[src/rtl/dynamic_branch_predictor_if.sv]
// rtl/dynamic_branch_predictor_if.sv - fetch lookup and execute resolution signals of the branch predictor
interface dynamic_branch_predictor_if #(
  parameter int DATA_WIDTH = 32
);
  logic [DATA_WIDTH-1:0] PC_f;
  logic                  predict_taken_f;
  logic [DATA_WIDTH-1:0] predict_target_f;
  logic                  update_e;
  logic                  jump_e;
  logic                  taken_e;
  logic [DATA_WIDTH-1:0] PC_e;
  logic [DATA_WIDTH-1:0] target_e;
  logic [DATA_WIDTH-1:0] PCPlus4_e;
  logic                  pred_taken_e;
  logic [DATA_WIDTH-1:0] pred_target_e;
  logic                  mispredict_e;
  logic [DATA_WIDTH-1:0] correct_PC;

  modport slave (
    input  PC_f, update_e, jump_e, taken_e, PC_e, target_e, PCPlus4_e,
           pred_taken_e, pred_target_e,
    output predict_taken_f, predict_target_f, mispredict_e, correct_PC
  );

  modport master (
    output PC_f, update_e, jump_e, taken_e, PC_e, target_e, PCPlus4_e,
           pred_taken_e, pred_target_e,
    input  predict_taken_f, predict_target_f, mispredict_e, correct_PC
  );
endinterface

[src/rtl/dynamic_branch_predictor.sv]
// rtl/dynamic_branch_predictor.sv - direct-mapped BTB with saturating counters and mispredict resolution
module dynamic_branch_predictor #(
  parameter int DATA_WIDTH = 32,
  parameter int INDEX_BITS = 6,
  parameter int TAG_BITS   = 8,
  parameter int CNT_BITS   = 2
) (
  input logic clk,
  input logic rst,
  dynamic_branch_predictor_if.slave bp
);
  localparam int ENTRIES = 1 << INDEX_BITS;
  localparam logic [CNT_BITS-1:0] CNT_MAX = '1;
  localparam logic [CNT_BITS-1:0] CNT_WT  = {1'b1, {(CNT_BITS-1){1'b0}}};
  localparam logic [CNT_BITS-1:0] CNT_WNT = CNT_WT - 1'b1;

  logic [ENTRIES-1:0]    valid_q;
  logic [TAG_BITS-1:0]   tag_q    [ENTRIES];
  logic [DATA_WIDTH-1:0] target_q [ENTRIES];
  logic [CNT_BITS-1:0]   cnt_q    [ENTRIES];

  logic [INDEX_BITS-1:0] idx_f, idx_e;
  logic [TAG_BITS-1:0]   tag_f, tag_e;
  logic                  hit_f, hit_e;

  assign idx_f = bp.PC_f[INDEX_BITS+1:2];
  assign tag_f = bp.PC_f[INDEX_BITS+TAG_BITS+1:INDEX_BITS+2];
  assign idx_e = bp.PC_e[INDEX_BITS+1:2];
  assign tag_e = bp.PC_e[INDEX_BITS+TAG_BITS+1:INDEX_BITS+2];

  // Lookup reads current state, so a same-cycle update is seen only next cycle
  assign hit_f = valid_q[idx_f] && (tag_q[idx_f] == tag_f);
  assign hit_e = valid_q[idx_e] && (tag_q[idx_e] == tag_e);

  assign bp.predict_taken_f  = hit_f && cnt_q[idx_f][CNT_BITS-1];
  assign bp.predict_target_f = bp.predict_taken_f ? target_q[idx_f]
                                                  : bp.PC_f + DATA_WIDTH'(4);

  always_comb begin
    bp.mispredict_e = 1'b0;
    bp.correct_PC   = bp.PCPlus4_e;
    if (bp.update_e) begin
      bp.mispredict_e = (bp.pred_taken_e != bp.taken_e) ||
                        (bp.taken_e && (bp.pred_target_e != bp.target_e));
      if (bp.taken_e) begin
        bp.correct_PC = bp.target_e;
      end
    end
  end

  logic                cnt_wr, tgt_wr;
  logic [CNT_BITS-1:0] cnt_d;

  always_comb begin
    cnt_wr = 1'b0;
    tgt_wr = 1'b0;
    cnt_d  = cnt_q[idx_e];
    if (bp.update_e) begin
      if (hit_e) begin
        cnt_wr = 1'b1;
        tgt_wr = bp.jump_e || bp.taken_e;
        if (bp.jump_e) begin
          cnt_d = CNT_MAX;
        end else if (bp.taken_e) begin
          cnt_d = (cnt_q[idx_e] == CNT_MAX) ? CNT_MAX : cnt_q[idx_e] + 1'b1;
        end else begin
          cnt_d = (cnt_q[idx_e] == '0) ? '0 : cnt_q[idx_e] - 1'b1;
        end
      end else if (bp.taken_e) begin
        // Allocation on miss evicts whatever alias held this index
        cnt_wr = 1'b1;
        tgt_wr = 1'b1;
        cnt_d  = bp.jump_e ? CNT_MAX : CNT_WT;
      end
    end
  end

  always_ff @(posedge clk or posedge rst) begin
    if (rst) begin
      valid_q <= '0;
      for (int i = 0; i < ENTRIES; i++) begin
        cnt_q[i] <= CNT_WNT;
      end
    end else if (cnt_wr) begin
      valid_q[idx_e] <= 1'b1;
      cnt_q[idx_e]   <= cnt_d;
    end
  end

  // Tags and targets are qualified by valid_q, so they need no reset
  always_ff @(posedge clk) begin
    if (tgt_wr) begin
      tag_q[idx_e]    <= tag_e;
      target_q[idx_e] <= bp.target_e;
    end
  end
endmodule

[src/flat_wrapper.sv]
// flat-port wrapper written by rule: the top's interface ports become plain ports
module dynamic_branch_predictor_flat 
#(
  parameter int DATA_WIDTH = 32,
  parameter int INDEX_BITS = 6,
  parameter int TAG_BITS   = 8,
  parameter int CNT_BITS   = 2
)
  (clk, rst, bp_PC_f, bp_update_e, bp_jump_e, bp_taken_e, bp_PC_e, bp_target_e, bp_PCPlus4_e, bp_pred_taken_e, bp_pred_target_e, bp_predict_taken_f, bp_predict_target_f, bp_mispredict_e, bp_correct_PC);
  dynamic_branch_predictor_if #(.DATA_WIDTH(DATA_WIDTH)) bp_i ();
  input logic clk;
  input logic rst;
  input wire logic [$bits(bp_i.PC_f)-1:0] bp_PC_f;
  input wire logic [$bits(bp_i.update_e)-1:0] bp_update_e;
  input wire logic [$bits(bp_i.jump_e)-1:0] bp_jump_e;
  input wire logic [$bits(bp_i.taken_e)-1:0] bp_taken_e;
  input wire logic [$bits(bp_i.PC_e)-1:0] bp_PC_e;
  input wire logic [$bits(bp_i.target_e)-1:0] bp_target_e;
  input wire logic [$bits(bp_i.PCPlus4_e)-1:0] bp_PCPlus4_e;
  input wire logic [$bits(bp_i.pred_taken_e)-1:0] bp_pred_taken_e;
  input wire logic [$bits(bp_i.pred_target_e)-1:0] bp_pred_target_e;
  output wire logic [$bits(bp_i.predict_taken_f)-1:0] bp_predict_taken_f;
  output wire logic [$bits(bp_i.predict_target_f)-1:0] bp_predict_target_f;
  output wire logic [$bits(bp_i.mispredict_e)-1:0] bp_mispredict_e;
  output wire logic [$bits(bp_i.correct_PC)-1:0] bp_correct_PC;
  assign bp_i.PC_f = bp_PC_f;
  assign bp_i.update_e = bp_update_e;
  assign bp_i.jump_e = bp_jump_e;
  assign bp_i.taken_e = bp_taken_e;
  assign bp_i.PC_e = bp_PC_e;
  assign bp_i.target_e = bp_target_e;
  assign bp_i.PCPlus4_e = bp_PCPlus4_e;
  assign bp_i.pred_taken_e = bp_pred_taken_e;
  assign bp_i.pred_target_e = bp_pred_target_e;
  assign bp_predict_taken_f = bp_i.predict_taken_f;
  assign bp_predict_target_f = bp_i.predict_target_f;
  assign bp_mispredict_e = bp_i.mispredict_e;
  assign bp_correct_PC = bp_i.correct_PC;
  dynamic_branch_predictor #(.DATA_WIDTH(DATA_WIDTH), .INDEX_BITS(INDEX_BITS), .TAG_BITS(TAG_BITS), .CNT_BITS(CNT_BITS)) u_core (.clk(clk), .rst(rst), .bp(bp_i));
endmodule
[config.mk]
export PLATFORM = sky130hd
export DESIGN_NAME = dynamic_branch_predictor_flat
export DESIGN_NICKNAME = d
export VERILOG_FILES = /design/src/rtl/dynamic_branch_predictor_if.sv /design/src/rtl/dynamic_branch_predictor.sv /design/src/flat_wrapper.sv
export SDC_FILE = /design/constraint.sdc
export NUM_CORES = 2
export LEC_CHECK = 0
export ABC_AREA = 1
export BUFFER_PORTS_ARGS = -buffer_cell sky130_fd_sc_hd__buf_4
export CORE_MARGIN = 4
export CORE_UTILIZATION = 35
export DETAILED_ROUTE_END_ITERATION = 10
export PLACE_DENSITY_LB_ADDON = 0.2
export SETUP_SLACK_MARGIN = 0.05
export SLEW_MARGIN = 25
export SYNTH_ARGS = -nofsm -noshare
export SYNTH_HDL_FRONTEND = slang
export SYNTH_SLANG_ARGS = --single-unit
[constraint.sdc]
create_clock -name clk -period 10.56 [get_ports clk]
set_input_delay 3.168 -clock clk [delete_from_list [all_inputs] [get_ports clk]]
set_output_delay 3.168 -clock clk [all_outputs]
set_load 0.03 [all_outputs]
# Yosys cells after proc, flatten, opt, wreduce, memory -nomap -nowiden
# Memories as Yosys holds them, arrays and structs flattened.
# Cells that the tools add are included.
# classes
addsub	3
n_lt_le_gt_ge	6
eq_ne	5
mux	34
bitwise_logic	3
n_reduce_logical	9
# op_table
cell	count
$bwmux W128	1
$mux W32	3
$or A64 B64 Y64	1
$add A32 B3 Y32 const B	1
$ne A32 B32 Y1	1
$bmux W2 S6	2
$mux W2	12
$eq A8 B8 Y1	2
$ge A7 B7 Y1 const B	2
$lt A6 B7 Y1 const B	2
$not A6 Y7	2
$bmux W1 S6	2
$demux W2 S6	1
$mux W1	12
$lt A7 B1 Y1 const B	1
$demux W1 S6	1
$ge A6 B1 Y1 const B	1
$logic_and A1 B1 Y1	6
$add A2 B1 Y2 const B	1
$eq A2 B2 Y1 const B	1
$logic_not A2 Y1	1
$logic_or A1 B1 Y1	2
$sub A2 B1 Y2 const B	1
$ne A1 B1 Y1	1
# word_totals
reg_bits	192
ramBits	2560
in_bits	166
memories	2
# memory_table
memory	depth	width	read_ports	rd_ports_with_merged_regs	wr	line_no	text
u_core.target_q	64	32	1	0	1	dynamic_branch_predictor.sv:19	logic [DATA_WIDTH-1:0] target_q [ENTRIES];
u_core.tag_q	64	8	2	0	1	dynamic_branch_predictor.sv:18	logic [TAG_BITS-1:0] tag_q [ENTRIES];

# Longest topological paths before layout
# depth
ltp_word	11
ltp_mapped	26
mapped_depth_nobuf	21

# Worst setup path after synthesis
# Ideal clock, no wire load.
# synth_path
path_type	input -> output
start	input port bp_PC_f[2]
end	output port bp_predict_target_f[22]
arrival_time_ns	5.495
required_ns	7.392
path_slack_ns	1.897
stages	19
n_path_buf	6
cell_sequence	buf_4 -> buf_4 -> buf_4 -> buf_4 -> buf_2 -> a21oi_1 -> o21ai_0 -> nand3_1 -> nand3_1 -> nand3_1 -> nand3_1 -> nand3_1 -> nand2_1 -> nor2_1 -> nand3_1 -> nor2_2 -> buf_4 -> nand2_1 -> nand2_1
# synth_between
elab_chain_len	6
elab_cells_between_ends	13
classes_between	add/sub (1); eq/ne (1); mux (6); bitwise (1); reduce/logical (2); memory (2)
# synth_rtl
element	line_no	text
start, declared	flat_wrapper.sv:13	input wire logic [$bits(bp_i.PC_f)-1:0] bp_PC_f;
parallel branches: the longest is 4 deep, another holds $mem_v2 Z64 W8	-	
$logic_and A1 B1 Y1 (*)	dynamic_branch_predictor.sv:35	assign bp.predict_taken_f = hit_f && cnt_q[idx_f][CNT_BITS-1];
named net bp_predict_taken_f	flat_wrapper.sv:22	output wire logic [$bits(bp_i.predict_taken_f)-1:0] bp_predict_taken_f;
$mux W32 (*)	dynamic_branch_predictor.sv:36	assign bp.predict_target_f = bp.predict_taken_f ? target_q[idx_f]
end, declared	flat_wrapper.sv:23	output wire logic [$bits(bp_i.predict_target_f)-1:0] bp_predict_target_f;
# Mark *: on every way through the listed nets, which the timed path passes. The select of a mux whose other input is x is not followed.

# Worst setup path after layout
# layout_path
start	input port bp_PC_f[3]
end	output port bp_predict_target_f[7]
# layout_between
elab_chain_len	6
elab_cells_between_ends	13
classes_between	add/sub (1); eq/ne (1); mux (6); bitwise (1); reduce/logical (2); memory (2)
# layout_rtl
element	line_no
parallel branches: the longest is 5 deep, another holds $mem_v2 Z64 W8	-
$mux W32 (*)	dynamic_branch_predictor.sv:36
# Mark *: on every way between the ends. The select of a mux whose other input is x is not followed.

==> summary.md <==
| Metric | Value |
|---|---|
| Via density | 5.55 |
| Grt met2 use | 38.2% |
| RD Place Congestion | 0.859 |
| Residual DRC | 0 |
| Die ar. | 347000 µm² |
| RSZ-0062 raised after global routing | no |
| Routed Antenna Nets | 0 |
| Clk buf depth | 4 |
| FF-to-FF End | u_core.tag_q[60][5] |
| I/O Buffers | 213 |
| Peak supply drop | 0.107 mV |
| Number of synthesized flops with an enable pin | 2560 |
| Reg2Reg Depth | 19 |
| GRT Resource Usage Total | 23.5% |
| Syn_nets | 10900 |
| Max-cap violations | 0 |
| Initial antenna violation count | 13 |
| # rows | 213 |
| Cell count after placement | 15100 |
| Simple-Gate Fraction of Synth Area | 13.8% |
| Most frequent cells in the layout | 2560 x edfxtp_1, 2175 x nand2_1, 1449 x o21ai_0 |
| CTS Hold Bufs | 0 |
| WP data required | 7390 ps |
| Pwr dens | 175 nW/µm² |
| Period utilisation layout | 95.5% |
| Register area share after synthesis | 69.1% |
| Post-Route Setup TNS | 0 ps |
| Hold Path Class | register to register |
| Clk root buf | clkbuf_16 |
| Pwr Total | 24000 µW |
| Worst Setup Path Type | input pin to output port |
| Worst setup path end | bp_predict_target_f[7] |
| Top FF cell, synth | edfxtp_1 |
| Mux cell area share after synthesis | 0% |
| Cell Area, Synth | 118000 µm² |
| Static leakage | 0.0482 µW |
| Final hold violation count | 0 |
| Critical Path Start | bp_PC_f[3] |
| Worst slew pin tran | 1090 ps |
| Worst r2r src | u_core.tag_q[5][5] |
| Worst clock skew | 74.2 ps |
| Final setup violation count | 0 |
| Slew Limit Headroom | 27.1% |
| Vias in the first global route | 82100 |
| H-tree depth | 5 |
| Synth Area in Adders | 0.0106% |
| Outcome | finished clean |
| Post-layout minimum cycle time | 10080 ps |
| Synthesized area per cell | 11.1 µm² |
| Slew Limit Fails | 0 |
| Worst skew pair latency | 890 ps |
| Critical Path AT | 6920 ps |
| CTS tree | yes |
| CP startpoint kind | input pin |
| Setup slack, reg-to-reg | 5940 ps |
| M3 GR Usage | 2.92% |
| Met1 Use GR | 32.0% |
| Via count | 86700 |
| Synth Area in Compound Gates | 12.4% |
| Non-Filler Instances | 15600 |
| CTS resizes | 0 |
| Gr ovfl total | 0 |
| Share of cells above drive strength 1 | 10.7% |
| Pre-Repair DR Iteration Count | 6 |
| Filler cells | 31700 |
| DR iter-0 viols | 9549 |
| Yosys reg bits | 2752 |
| Yosys cell types | 42 |
| Dpl hpwl | 244000 µm |
| Ys async rst share | 6.98% |
| Pin count of the biggest net entering global routing | 175 |
| DRT Wirelength | 424000 µm |
| Fin nets | 11000 |
| Final WS setup | 477 ps |
| Postcts setup bufs | 0 |
| Die Y | 589 µm |
| Placement Setup Slack | 527 ps |
| Most common cell after layout, fill and taps aside | edfxtp_1 |
| Num CTS Buffers | 301 |
| Syn. warnings | 0 |
| Clk slew on worst S/H paths | 50 ps |
| Initial Util | 35.1% |
| Area Growth Syn to Fin | 15.7% |
| Main combinational cell family by area after synthesis | simple AND/OR/NAND/NOR gates |
| Top Usage Layer GRT | met2 |
| Io pins | 232 |
| Xor-xnor portion of the synthesized cell area | 0.444% |
| Worst-path fanout max | 48 |
| First-pass GRT wire length | 598000 µm |
| Routed WL per cell | 27.2 µm |
| Achievable Freq | 99.2 MHz |
| Clk sink count | 2752 |
| CP Capture Type | output port |
| Core box area | 337000 µm² |
| Mapped Cells | 10700 |
| Die W | 589 µm |
registers in the layout, summed over array words and instances (netlist names):
signal	count
u_core.target_q	2048
u_core.tag_q	512
u_core.cnt_q	128
u_core.valid_q	64
worst max-delay path: stages:
cell and delay [ps]:
buf_8 200, inv_8 460, buf_4 400, buf_4 330
a21oi_1 70, o21ai_0 90, nand3_1 90, nand3_1 120
nand3_1 80, nand2_1 80, nand2_1 80, inv_1 70
nand2_1 60, nand2_1 70, nand2_1 60, nor2_1 80
nand3_1 230, buf_4 340, nor2_4 170, buf_12 190
nand2_1 80, nand2_1 120, buf_4 180
kinds of logic after synthesis:
family / count (synthesis)
xor+xnor: 60
fa+ha+maj: 1
compound gates: 2578
simple gates: 4097
flops: 2752
buf+inv: 1204
how the worst min path moves through the flow:
stage,from,end,cells after the start
6_report,u_core.valid_q[49],u_core.valid_q[49],2
5_1_grt,u_core.cnt_q[102],u_core.cnt_q[102],2
4_1_cts,u_core.valid_q[49],u_core.valid_q[49],2
3_5_place_dp,u_core.valid_q[49],u_core.valid_q[49],2
3_3_place_gp,u_core.valid_q[33],u_core.valid_q[33],2
2_1_floorplan,u_core.valid_q[29],u_core.valid_q[29],2
cells in the mapped netlist (all sizes together), types with 7 or more instances:
cell | n | share of area, %
edfxtp | 2560 | 65
nand2 | 2182 | 6.9
o21ai | 1524 | 6.5
nor2 | 1313 | 4.2
nand3 | 485 | 2.1
inv | 452 | 1.4
clkbuf | 424 | 1.3
o22ai | 323 | 1.7
a21oi | 312 | 1.3
buf | 308 | 1.4
o221ai | 203 | 1.5
o211ai | 170 | 1.1
dfrtp | 128 | 2.7
dfstp | 64 | 1.4
or2 | 53 | 0.28
xor2 | 52 | 0.39
a31oi | 27 | 0.14
nand4 | 24 | 0.13
clkinv | 20 | 0.063
nor3 | 18 | 0.089
nand3b | 10 | 0.063
a221o | 8 | 0.068
a32o | 8 | 0.068
xnor2 | 8 | 0.059
nor4 | 7 | 0.037
where the power goes:
group	switching [µW]	internal, µW	leakage, µW
sequential	30.1	12000	0.0252
combinational	1360	466	0.0185
clock	4290	5840	0.00452
metal layers:
| layer | part of all wire, % | routed length, µm | vias up |
|---|---|---|---|
| li1 | - | - | 38400 |
| met1 | 42 | 178000 | 43900 |
| met2 | 47 | 198000 | 3665 |
| met3 | 6.8 | 28800 | 747 |
| met4 | 4.6 | 19600 | 10 |
| met5 | 0.014 | 61 | - |
cell type report:
type,instances,area (µm²),share of cell area [%]
Sequential cell,2752,81800,59.7
Tap cell,4515,5650,4.13
Inverter,472,1820,1.33
Clock inverter,142,1180,0.859
Multi-Input combinational cell,6736,32100,23.4
Timing Repair Buffer,601,6280,4.59
Antenna cell,6,15.0,0.0110
Clock buffer,389,8090,5.91
stage by stage:
stage	utilization, %	instance area [µm²]	hold slack (ps)
floorplan	-	118000	431
global placement	37.9	128000	445
detailed placement	37.9	128000	449
CTS	40.7	137000	463
global route	40.7	137000	474
finish	40.7	137000	461
(Power assumes the default switching activity.)
